**src/rtl/avalon_host_pkg.sv**
```systemverilog
// Shared widths and FSM state type for the Avalon-MM host.
package avalon_host_pkg;

    localparam int unsigned ADDR_WIDTH = 2;
    localparam int unsigned DATA_WIDTH = 32;

    typedef enum logic [2:0] {
        IDLE,
        READ,
        WRITE,
        WAIT,
        RESP
    } state_t;

endpackage

```
**src/rtl/avalon_host_if.sv**
```systemverilog
// Command/response handshake, Avalon-MM bus and irq signals of the host.
interface avalon_host_if;
    import avalon_host_pkg::*;

    logic                  cmdValid;
    logic                  cmdReady;
    logic                  cmdWrite;
    logic [ADDR_WIDTH-1:0] cmdAddress;
    logic [DATA_WIDTH-1:0] cmdData;
    logic                  rspValid;
    logic                  rspReady;
    logic [DATA_WIDTH-1:0] rspData;
    logic                  rspError;
    logic                  read;
    logic                  write;
    logic [ADDR_WIDTH-1:0] address;
    logic [DATA_WIDTH-1:0] dataOut;
    logic                  readValid;
    logic [DATA_WIDTH-1:0] dataIn;
    logic                  irq;
    logic                  irqPending;
    logic                  irqClear;

    modport master (
        input  cmdValid, cmdWrite, cmdAddress, cmdData, rspReady,
               readValid, dataIn, irq, irqClear,
        output cmdReady, rspValid, rspData, rspError, read, write,
               address, dataOut, irqPending
    );

    modport slave (
        output cmdValid, cmdWrite, cmdAddress, cmdData, rspReady,
               readValid, dataIn, irq, irqClear,
        input  cmdReady, rspValid, rspData, rspError, read, write,
               address, dataOut, irqPending
    );

endinterface

```
**src/rtl/avalon_host_irq_latch.sv**
```systemverilog
// Rising-edge detector on the responder irq feeding a sticky pending flag.
module irq_latch (
    input  logic clk,
    input  logic reset,
    input  logic irq,
    input  logic irqClear,
    output logic irqPending
);

    logic r_irq_prev;
    logic r_pending;
    logic w_rise;

    assign w_rise = irq & ~r_irq_prev;

    // A new edge beats a simultaneous clear
    always_ff @(posedge clk or posedge reset) begin
        if (reset) begin
            r_irq_prev <= 1'b0;
            r_pending  <= 1'b0;
        end else begin
            r_irq_prev <= irq;
            r_pending  <= w_rise | (r_pending & ~irqClear);
        end
    end

    assign irqPending = r_pending;

endmodule

```
**src/rtl/avalon_host.sv**
```systemverilog
// Avalon-MM initiator: single-beat reads/writes from a cmd/rsp handshake,
// read timeout on readValid, and a sticky irq flag.
module avalon_host
    import avalon_host_pkg::*;
#(
    parameter int unsigned TIMEOUT_CYCLES = 15
) (
    input logic            clk,
    input logic            reset,
    avalon_host_if.master  bus
);

    localparam int unsigned     CNT_W   = $clog2(TIMEOUT_CYCLES + 1);
    localparam logic [CNT_W-1:0] CNT_MAX = CNT_W'(TIMEOUT_CYCLES);

    state_t                r_state, w_state_next;
    logic [CNT_W-1:0]      r_cnt, w_cnt_next, w_cnt_inc;
    logic                  w_timeout;
    logic                  r_read, w_read;
    logic                  r_write, w_write;
    logic [ADDR_WIDTH-1:0] r_address, w_address;
    logic [DATA_WIDTH-1:0] r_dataOut, w_dataOut;
    logic                  r_rspValid, w_rspValid;
    logic [DATA_WIDTH-1:0] r_rspData, w_rspData;
    logic                  r_rspError, w_rspError;

    assign w_cnt_inc = (r_cnt == CNT_MAX) ? r_cnt : r_cnt + 1'b1;
    assign w_timeout = (w_cnt_inc == CNT_MAX);

    always_ff @(posedge clk or posedge reset) begin
        if (reset) begin
            r_state    <= IDLE;
            r_cnt      <= '0;
            r_read     <= 1'b0;
            r_write    <= 1'b0;
            r_address  <= '0;
            r_dataOut  <= '0;
            r_rspValid <= 1'b0;
            r_rspData  <= '0;
            r_rspError <= 1'b0;
        end else begin
            r_state    <= w_state_next;
            r_cnt      <= w_cnt_next;
            r_read     <= w_read;
            r_write    <= w_write;
            r_address  <= w_address;
            r_dataOut  <= w_dataOut;
            r_rspValid <= w_rspValid;
            r_rspData  <= w_rspData;
            r_rspError <= w_rspError;
        end
    end

    always_comb begin
        w_state_next = r_state;
        case (r_state)
            IDLE:    if (bus.cmdValid) w_state_next = bus.cmdWrite ? WRITE : READ;
            READ:    w_state_next = WAIT;
            WRITE:   w_state_next = RESP;
            WAIT:    if (bus.readValid || w_timeout) w_state_next = RESP;
            RESP:    if (bus.rspReady) w_state_next = IDLE;
            default: w_state_next = IDLE;
        endcase
    end

    // Registered outputs are loaded one state early so strobes line up with their state
    always_comb begin
        w_cnt_next = r_cnt;
        w_read     = 1'b0;
        w_write    = 1'b0;
        w_address  = r_address;
        w_dataOut  = r_dataOut;
        w_rspValid = r_rspValid;
        w_rspData  = r_rspData;
        w_rspError = r_rspError;
        case (r_state)
            IDLE: begin
                if (bus.cmdValid) begin
                    w_address = bus.cmdAddress;
                    w_dataOut = bus.cmdData;
                    w_read    = ~bus.cmdWrite;
                    w_write   = bus.cmdWrite;
                end
            end
            READ: w_cnt_next = '0;
            WRITE: begin
                w_rspValid = 1'b1;
                w_rspData  = '0;
                w_rspError = 1'b0;
            end
            WAIT: begin
                if (bus.readValid) begin
                    w_rspValid = 1'b1;
                    w_rspData  = bus.dataIn;
                    w_rspError = 1'b0;
                end else begin
                    w_cnt_next = w_cnt_inc;
                    if (w_timeout) begin
                        w_rspValid = 1'b1;
                        w_rspData  = '0;
                        w_rspError = 1'b1;
                    end
                end
            end
            RESP: if (bus.rspReady) w_rspValid = 1'b0;
            default: ;
        endcase
    end

    assign bus.cmdReady = (r_state == IDLE);
    assign bus.read     = r_read;
    assign bus.write    = r_write;
    assign bus.address  = r_address;
    assign bus.dataOut  = r_dataOut;
    assign bus.rspValid = r_rspValid;
    assign bus.rspData  = r_rspData;
    assign bus.rspError = r_rspError;

    irq_latch u_irq_latch (
        .clk        (clk),
        .reset      (reset),
        .irq        (bus.irq),
        .irqClear   (bus.irqClear),
        .irqPending (bus.irqPending)
    );

endmodule

```
**src/flat_wrapper.sv**
```systemverilog
// flat-port wrapper written by rule: the top's interface ports become plain ports
module avalon_host_flat import avalon_host_pkg::*;
#(
    parameter int unsigned TIMEOUT_CYCLES = 15
)
  (clk, reset, bus_cmdValid, bus_cmdWrite, bus_cmdAddress, bus_cmdData, bus_rspReady, bus_readValid, bus_dataIn, bus_irq, bus_irqClear, bus_cmdReady, bus_rspValid, bus_rspData, bus_rspError, bus_read, bus_write, bus_address, bus_dataOut, bus_irqPending);
  avalon_host_if bus_i ();
  input logic clk;
  input logic reset;
  input wire logic [$bits(bus_i.cmdValid)-1:0] bus_cmdValid;
  input wire logic [$bits(bus_i.cmdWrite)-1:0] bus_cmdWrite;
  input wire logic [$bits(bus_i.cmdAddress)-1:0] bus_cmdAddress;
  input wire logic [$bits(bus_i.cmdData)-1:0] bus_cmdData;
  input wire logic [$bits(bus_i.rspReady)-1:0] bus_rspReady;
  input wire logic [$bits(bus_i.readValid)-1:0] bus_readValid;
  input wire logic [$bits(bus_i.dataIn)-1:0] bus_dataIn;
  input wire logic [$bits(bus_i.irq)-1:0] bus_irq;
  input wire logic [$bits(bus_i.irqClear)-1:0] bus_irqClear;
  output wire logic [$bits(bus_i.cmdReady)-1:0] bus_cmdReady;
  output wire logic [$bits(bus_i.rspValid)-1:0] bus_rspValid;
  output wire logic [$bits(bus_i.rspData)-1:0] bus_rspData;
  output wire logic [$bits(bus_i.rspError)-1:0] bus_rspError;
  output wire logic [$bits(bus_i.read)-1:0] bus_read;
  output wire logic [$bits(bus_i.write)-1:0] bus_write;
  output wire logic [$bits(bus_i.address)-1:0] bus_address;
  output wire logic [$bits(bus_i.dataOut)-1:0] bus_dataOut;
  output wire logic [$bits(bus_i.irqPending)-1:0] bus_irqPending;
  assign bus_i.cmdValid = bus_cmdValid;
  assign bus_i.cmdWrite = bus_cmdWrite;
  assign bus_i.cmdAddress = bus_cmdAddress;
  assign bus_i.cmdData = bus_cmdData;
  assign bus_i.rspReady = bus_rspReady;
  assign bus_i.readValid = bus_readValid;
  assign bus_i.dataIn = bus_dataIn;
  assign bus_i.irq = bus_irq;
  assign bus_i.irqClear = bus_irqClear;
  assign bus_cmdReady = bus_i.cmdReady;
  assign bus_rspValid = bus_i.rspValid;
  assign bus_rspData = bus_i.rspData;
  assign bus_rspError = bus_i.rspError;
  assign bus_read = bus_i.read;
  assign bus_write = bus_i.write;
  assign bus_address = bus_i.address;
  assign bus_dataOut = bus_i.dataOut;
  assign bus_irqPending = bus_i.irqPending;
  avalon_host #(.TIMEOUT_CYCLES(TIMEOUT_CYCLES)) u_core (.clk(clk), .reset(reset), .bus(bus_i));
endmodule
```
**config.mk**
```make
export PLATFORM = sky130hd
export DESIGN_NAME = avalon_host_flat
export DESIGN_NICKNAME = d
export VERILOG_FILES = /design/src/rtl/avalon_host_pkg.sv /design/src/rtl/avalon_host_if.sv /design/src/rtl/avalon_host_irq_latch.sv /design/src/rtl/avalon_host.sv /design/src/flat_wrapper.sv
export SDC_FILE = /design/constraint.sdc
export NUM_CORES = 1
export LEC_CHECK = 0
export CAP_MARGIN = 0
export CORE_ASPECT_RATIO = 0.7
export CORE_UTILIZATION = 46
export DETAILED_ROUTE_END_ITERATION = 6
export PLACE_DENSITY = 0.91
export SLEW_MARGIN = 5
export SYNTH_ARGS = -nofsm -noshare
export SYNTH_HDL_FRONTEND = slang
export SYNTH_SLANG_ARGS = --single-unit
export TNS_END_PERCENT = 5
```
**constraint.sdc**
```tcl
create_clock -name clk -period 8.3 [get_ports clk]
set_input_delay 2.49 -clock clk [delete_from_list [all_inputs] [get_ports clk]]
set_output_delay 2.49 -clock clk [all_outputs]
set_load 0.05 [all_outputs]
```
==> metrics.md, run 1 <==
| Metric | Value |
|---|---|
| Outcome | `completed` |
| GP Congestion | `0.881` |
| Power per Cell Area | `470 mW/mm^2` |
| DR WL/cell | `17.6 um` |
| CTS tree | `yes` |
| Number of max-cap violations | `0` |
| GRT Overall Usage | `22.4%` |
| Async S/R FF share, synth | `100%` |
| Design Area, Final | `0.00503 mm^2` |
| RSZ-0062 raised after global routing | `no` |
| Setup WS post-layout | `3.41 ns` |
| Worst-path clk slew | `0.08 ns` |
| FF-to-FF End | `u_core.bus.address[1]$_DFFE_PP0P_` |
| Netlist cell types | `37` |
| Hold Crit Start | `u_core.u_irq_latch.r_irq_prev$_DFF_PP0_` |
| Root buf cell | `clkbuf_8` |
| Static Leak | `2.14 nW` |
| Post-CTS setup buffer count | `0` |
| Setup violators final | `0` |
| # fillers | `473` |
| Die area | `0.00776 mm^2` |
| FMAX | `204 MHz` |
| EDFF count, synth | `0` |
| Post-Syn Instances | `247` |
| Period utilization | `58.9%` |
| Iteration-0 DRC Markers | `122` |
| IO buf count | `145` |
| Placement Setup Slack | `3.80 ns` |
| Post-DP Area | `0.00482 mm^2` |
| Worst EP arrival | `2.40 ns` |
| Largest net degree at the start of global routing | `80` |
| HPWL after DPL | `5920 um` |
| Die Ht | `74.0 um` |
| Core ar. | `0.00694 mm^2` |
| Startpoint types | `flip-flop` |
| Slew HR | `22.0%` |
| Post-route ant nets | `0` |
| Slew @ Worst Pin | `1.17 ns` |
| Area contributors post-synth | `dfrtp_1 58%, mux2_4 13%, a22o_1 4.6%, a32oi_1 3.9%, buf_12 2.4%` |
| Clock Skew | `0.0110 ns` |
| WL final | `8510 um` |
| Post-synth top area cell | `dfrtp_1` |
| Sum Neg Setup Slack | `0 ns` |
| DRC | `0` |
| Final hold vios | `0` |
| Core Rows | `25` |
| Vias | `2,603` |
| Crit Path Max Fanout | `38` |
| Synth Area per Inst | `13.8 um^2` |
| Area share of the largest cell type after synthesis | `58.0%` |
| Crit path capture | `bus_cmdReady` |
| Sequential share of the synthesized area | `58.0%` |
| R2R cell count | `3` |
| Num ports | `146` |
| Worst Setup End Kind | `primary output` |
| Layout area overhead | `47.7%` |
| Clk_lat worst skew | `0.36 ns` |
| CTS Buf Count | `9` |
| Ys Warns | `0` |
| Clock tree buffer depth | `2` |
| H-Tree Depth | `3` |
| Reg-to-reg startpoint | `u_core.r_state[0]$_DFFE_PP0P_` |
| Flop2flop setup slack | `5.99 ns` |
| Share of layout cells above drive strength 1 | `13.6%` |
| Die width | `105 um` |
| Syn nets | `322` |
| Initial antenna violation count | `0` |
| Max Slew Vio Count | `0` |
| Initial Utilization | `49.1%` |
| # hold bufs at CTS | `0` |
| Total global routing overflow | `0` |
| Minimum clock period after layout | `4.89 ns` |
| Req. time, crit path | `5.81 ns` |
| CTS resizes | `0` |
| Register bit count reported by yosys | `79` |
| Layout Nets | `462` |
| CP Launch Point | `u_core.r_state[0]$_DFFE_PP0P_` |
| Via density per instance | `5.37` |
| Worst min path class | `reg -> reg` |
| CTS sink cnt | `79` |
| Worst vdd ir | `0.239 mV` |
| Setup Crit Path Kind | `reg -> out` |
| Drt first pass iters | `4` |
| Main synth FF type | `dfrtp_1` |
| Vias in the first global route | `2,506` |
| Ant. Diodes | `0` |
| Post-Syn Area | `0.00341 mm^2` |
| First-pass GRT wire length | `13,000 um` |
metrics by stage:
step | hold WS, ns | utilization, % | instances | power [mW]
finish | 0.455 | 72.5 | 485 | 2.37
global route | 0.472 | 72.5 | 485 | 2.46
CTS | 0.465 | 72.5 | 485 | 2.38
detailed placement | 0.446 | 69.4 | 470 | 2.06
global placement | 0.424 | 69.4 | 470 | 2.03
floorplan | 0.409 | - | 247 | 1.66
worst max-delay path, stage by stage (launching register included):
cell and delay (ns):
dfrtp_1 0.83, nor3_4 0.39, clkdlybuf4s50_1 0.84
placed cells by master, fill, tap and decap left out, drive strengths merged, types with 4 or more instances in the layout:
master	instances
a21oi	4
a22o	18
a32oi	15
clkbuf	10
clkdlybuf4s50	145
dfrtp	79
inv	5
mux2	34
nand2	20
nand2b	4
nor2	6
o21ai	19
logic make-up after synthesis:
group,Yosys count,share of synthesized area [%]
DFF,79,58.0
muxes,34,14.4
buffers and inverters,23,5.55
AOI/OAI and AO/OA,64,13.8
adders and majority gates,1,0.367
and+or+nand+nor,46,7.82
flip-flops by register name, summed over array words and instances (netlist names):
name and count:
u_core.r_cnt 4, u_core.bus.dataOut 32, u_core.bus.address 2, u_core.bus.write 1, u_core.bus.rspError 1, u_core.u_irq_latch.irqPending 1
u_core.u_irq_latch.r_irq_prev 1, u_core.r_state 3, u_core.bus.read 1, u_core.bus.rspValid 1, u_core.bus.rspData 32
cell usage after synthesis, types with 3 or more instances:
cell type / instances
dfrtp_1: 79
mux2_4: 29
nand2_1: 20
a22o_1: 18
a32oi_1: 15
o21ai_1: 14
nor2_1: 6
buf_4: 5
inv_1: 5
mux2_1: 5
o21ai_0: 5
a21oi_1: 4
buf_12: 4
clkbuf_1: 4
and3_1: 3
buf_2: 3
routing by layer:
layer	global-route usage [%]	vias up	wire length (um)
met1	29.4	1280	3830
met4	6.57	0	85
met2	36.5	123	4050
li1	-	1189	-
met5	0	-	0
met3	7.36	11	546
power by group:
| group | leakage (nW) | internal, mW | switching [mW] | total (mW) |
|---|---|---|---|---|
| Combinational | 1.03 | 0.529 | 0.832 | 1.36 |
| Clock | 0.107 | 0.169 | 0.140 | 0.309 |
| Sequential | 1.00 | 0.556 | 0.140 | 0.696 |
| Total | 2.14 | 1.25 | 1.11 | 2.37 |
worst min path at each step:
stage,cells after the start,end,slack (ns)
6_report,1,u_core.u_irq_latch.irqPending$_DFF_PP0_,0.46
5_1_grt,1,u_core.u_irq_latch.irqPending$_DFF_PP0_,0.47
4_1_cts,1,u_core.u_irq_latch.irqPending$_DFF_PP0_,0.46
3_5_place_dp,1,u_core.u_irq_latch.irqPending$_DFF_PP0_,0.45
3_3_place_gp,1,u_core.u_irq_latch.irqPending$_DFF_PP0_,0.42
2_1_floorplan,1,u_core.u_irq_latch.irqPending$_DFF_PP0_,0.41
layout make-up:
class	instances	area, um^2	share of cell area [%]
inverter	5	20.0	0.398
timing repair buffer	147	1470	29.1
sequential	79	1980	39.3
tap	94	118	2.34
clock inverter	5	82.6	1.64
multi-input combinational	145	1240	24.7
clock buffer	10	128	2.54
Power figures use the tool's default switching activity.
==> inputs of run 2 (changes only) <==
Settings changed: CORE_UTILIZATION 46 to 42, PLACE_DENSITY 0.91 to 0.85.
Clock period 8.3 ns to 4.7 ns, I/O delays scaled along.
==> run 2 against run 1 <==
- cell area grew 2.1%
- count of clock-buffer cells in the layout shrank 1
- critical path depth is the same
- die area grew 9.3%
- first-iteration DRC count grew 17%
- via count shrank 1.2%
==> metrics.md, run 2 (same netlist as run 1, synthesis figures left out) <==
| Metric | Value |
|---|---|
| Outcome | `completed` |
| Crit path buf inv count | `1` |
| Number of max-cap violations | `0` |
| Root buf cell | `clkbuf_16` |
| WL final | `8490 um` |
| Vias in the first global route | `2,592` |
| Worst EP arrival | `2.39 ns` |
| Most common cell after layout, fill and taps aside | `clkdlybuf4s50_1` |
| FF-to-FF End | `u_core.bus.address[0]$_DFFE_PP0P_` |
| Post-route ant nets | `0` |
| # fillers | `583` |
| GRT Overall Usage | `20.4%` |
| Storage cell area | `0.00198 mm^2` |
| Largest net degree at the start of global routing | `62` |
| Die width | `110 um` |
| Layout area overhead | `50.8%` |
| Die area | `0.00848 mm^2` |
| Layout Nets | `462` |
| Worst Setup End Kind | `primary output` |
| First-pass GRT wire length | `13,100 um` |
| CTS sink cnt | `79` |
| IO buf count | `145` |
| Post-DP Area | `0.00483 mm^2` |
| Power per Cell Area | `846 mW/mm^2` |
| Max Used Layer | `met4` |
| Num ports | `146` |
| Sum Neg Setup Slack | `0 ns` |
| Slew HR | `22.1%` |
| H-Tree Depth | `3` |
| Final hold vios | `0` |
| Clock Skew | `0.00844 ns` |
| Total global routing overflow | `0` |
| Die Ht | `77.4 um` |
| Max Slew Vio Count | `0` |
| Delay-heaviest family, CP | `buffers and inverters` |
| Via density per instance | `5.22` |
| Post-CTS setup buffer count | `0` |
| RSZ-0062 raised after global routing | `no` |
| Reg-to-reg startpoint | `u_core.r_state[0]$_DFFE_PP0P_` |
| WL met2 | `3830 um` |
| Min-Delay Endpoint | `u_core.u_irq_latch.irqPending$_DFF_PP0_` |
| Share of layout cells above drive strength 1 | `14.0%` |
| DR WL/cell | `17.2 um` |
| Design Area, Final | `0.00514 mm^2` |
| Vias | `2,571` |
| Core Rows | `27` |
| Setup violators final | `0` |
| Clk_lat worst skew | `0.34 ns` |
| Iteration-0 DRC Markers | `143` |
| CTS resizes | `0` |
| Crit Path Max Fanout | `38` |
| Initial Utilization | `43.3%` |
| CTS tree | `yes` |
| HPWL after DPL | `5860 um` |
| Minimum clock period after layout | `3.80 ns` |
| Hold Crit Start | `u_core.u_irq_latch.r_irq_prev$_DFF_PP0_` |
| Met1 WL | `3900 um` |
| Flop2flop setup slack | `2.37 ns` |
| # hold bufs at CTS | `0` |
| Initial antenna violation count | `0` |
| Worst min path class | `reg -> reg` |
| Setup Crit Path Kind | `reg -> out` |
| Fin Hold WS | `0.434 ns` |
| Post-route non-filler standard cell count | `493` |
| FMAX | `263 MHz` |
| DRC | `0` |
| Worst vdd ir | `0.510 mV` |
| CP Launch Point | `u_core.r_state[0]$_DFFE_PP0P_` |
| Clock tree buffer depth | `2` |
| CTS Buf Count | `9` |
| Worst hold stages | `1` |
| Period utilization | `80.8%` |
| Core ar. | `0.00787 mm^2` |
| Crit path cell chain | `nor3_4 -> clkdlybuf4s50_1` |
| Most frequent cells in the layout | `145 x clkdlybuf4s50_1, 79 x dfrtp_1, 29 x mux2_4` |
| Largest stage delay, worst path | `0.84 ns` |
| Static Leak | `2.18 nW` |
| Startpoint types | `flip-flop` |
| Ant. Diodes | `0` |
| Met3 WL | `720 um` |
| Worst-path clk slew | `0.06 ns` |
| Inst Count DP | `477` |
| Drt first pass iters | `4` |
| Slew @ Worst Pin | `1.17 ns` |
| Critical path's slowest cell | `clkdlybuf4s50_1` |
| Multi-input logic area | `0.00124 mm^2` |
| GP Congestion | `0.848` |
| R2R cell count | `3` |
| Req. time, crit path | `3.29 ns` |
| Final Power | `4.35 mW` |
-- run 2: cell types whose count changed in the layout (fill, tap and decap cells not counted), sizes merged --
cell	before	now
clkinvlp	0	1
inv	5	6
bufinv	2	1
clkbuf	10	9
clkinv	3	4
-- run 2: worst max path at each step --
stage,endpoint,depth (start not counted),slack (ns)
final,bus_cmdReady,2,0.90
after global routing,bus_cmdReady,2,0.83
after CTS,bus_cmdReady,2,0.91
after detailed placement,bus_cmdReady,2,1.28
after global placement,bus_cmdReady,2,1.34
after floorplan,u_core.bus.address[0]$_DFFE_PP0P_,1,1.27
-- run 2: cell type report --
cell class	instances	area share, %
clock buffers	9	4.38
clock inverters	7	1.56
inverters	5	0.390
multi-input cells	145	24.2
flip-flops and latches	79	38.5
well taps	101	2.46
repair buffers	147	28.6
-- run 2: stage by stage --
| stage | setup WS [ns] | util, % |
|---|---|---|
| finish | 0.902 | 65.3 |
| global route | 0.826 | 65.3 |
| CTS | 0.909 | 65.3 |
| detailed placement | 1.28 | 61.4 |
| global placement | 1.34 | 61.4 |
| floorplan | 1.27 | - |
-- run 2: metal layers --
layer / vias to the layer above / GRT usage, %
met2: 103 / 31.4
li1: 1190 / -
met3: 6 / 8.66
met1: 1272 / 26.9
met4: 0 / 4.40
met5: - / 0
-- run 2: power breakdown --
group	internal [mW]	total, mW	switching [mW]	leakage [nW]
combinational	0.934	2.41	1.47	1.03
clock	0.418	0.709	0.292	0.148
sequential	0.984	1.23	0.248	1.00
total	2.34	4.35	2.01	2.18
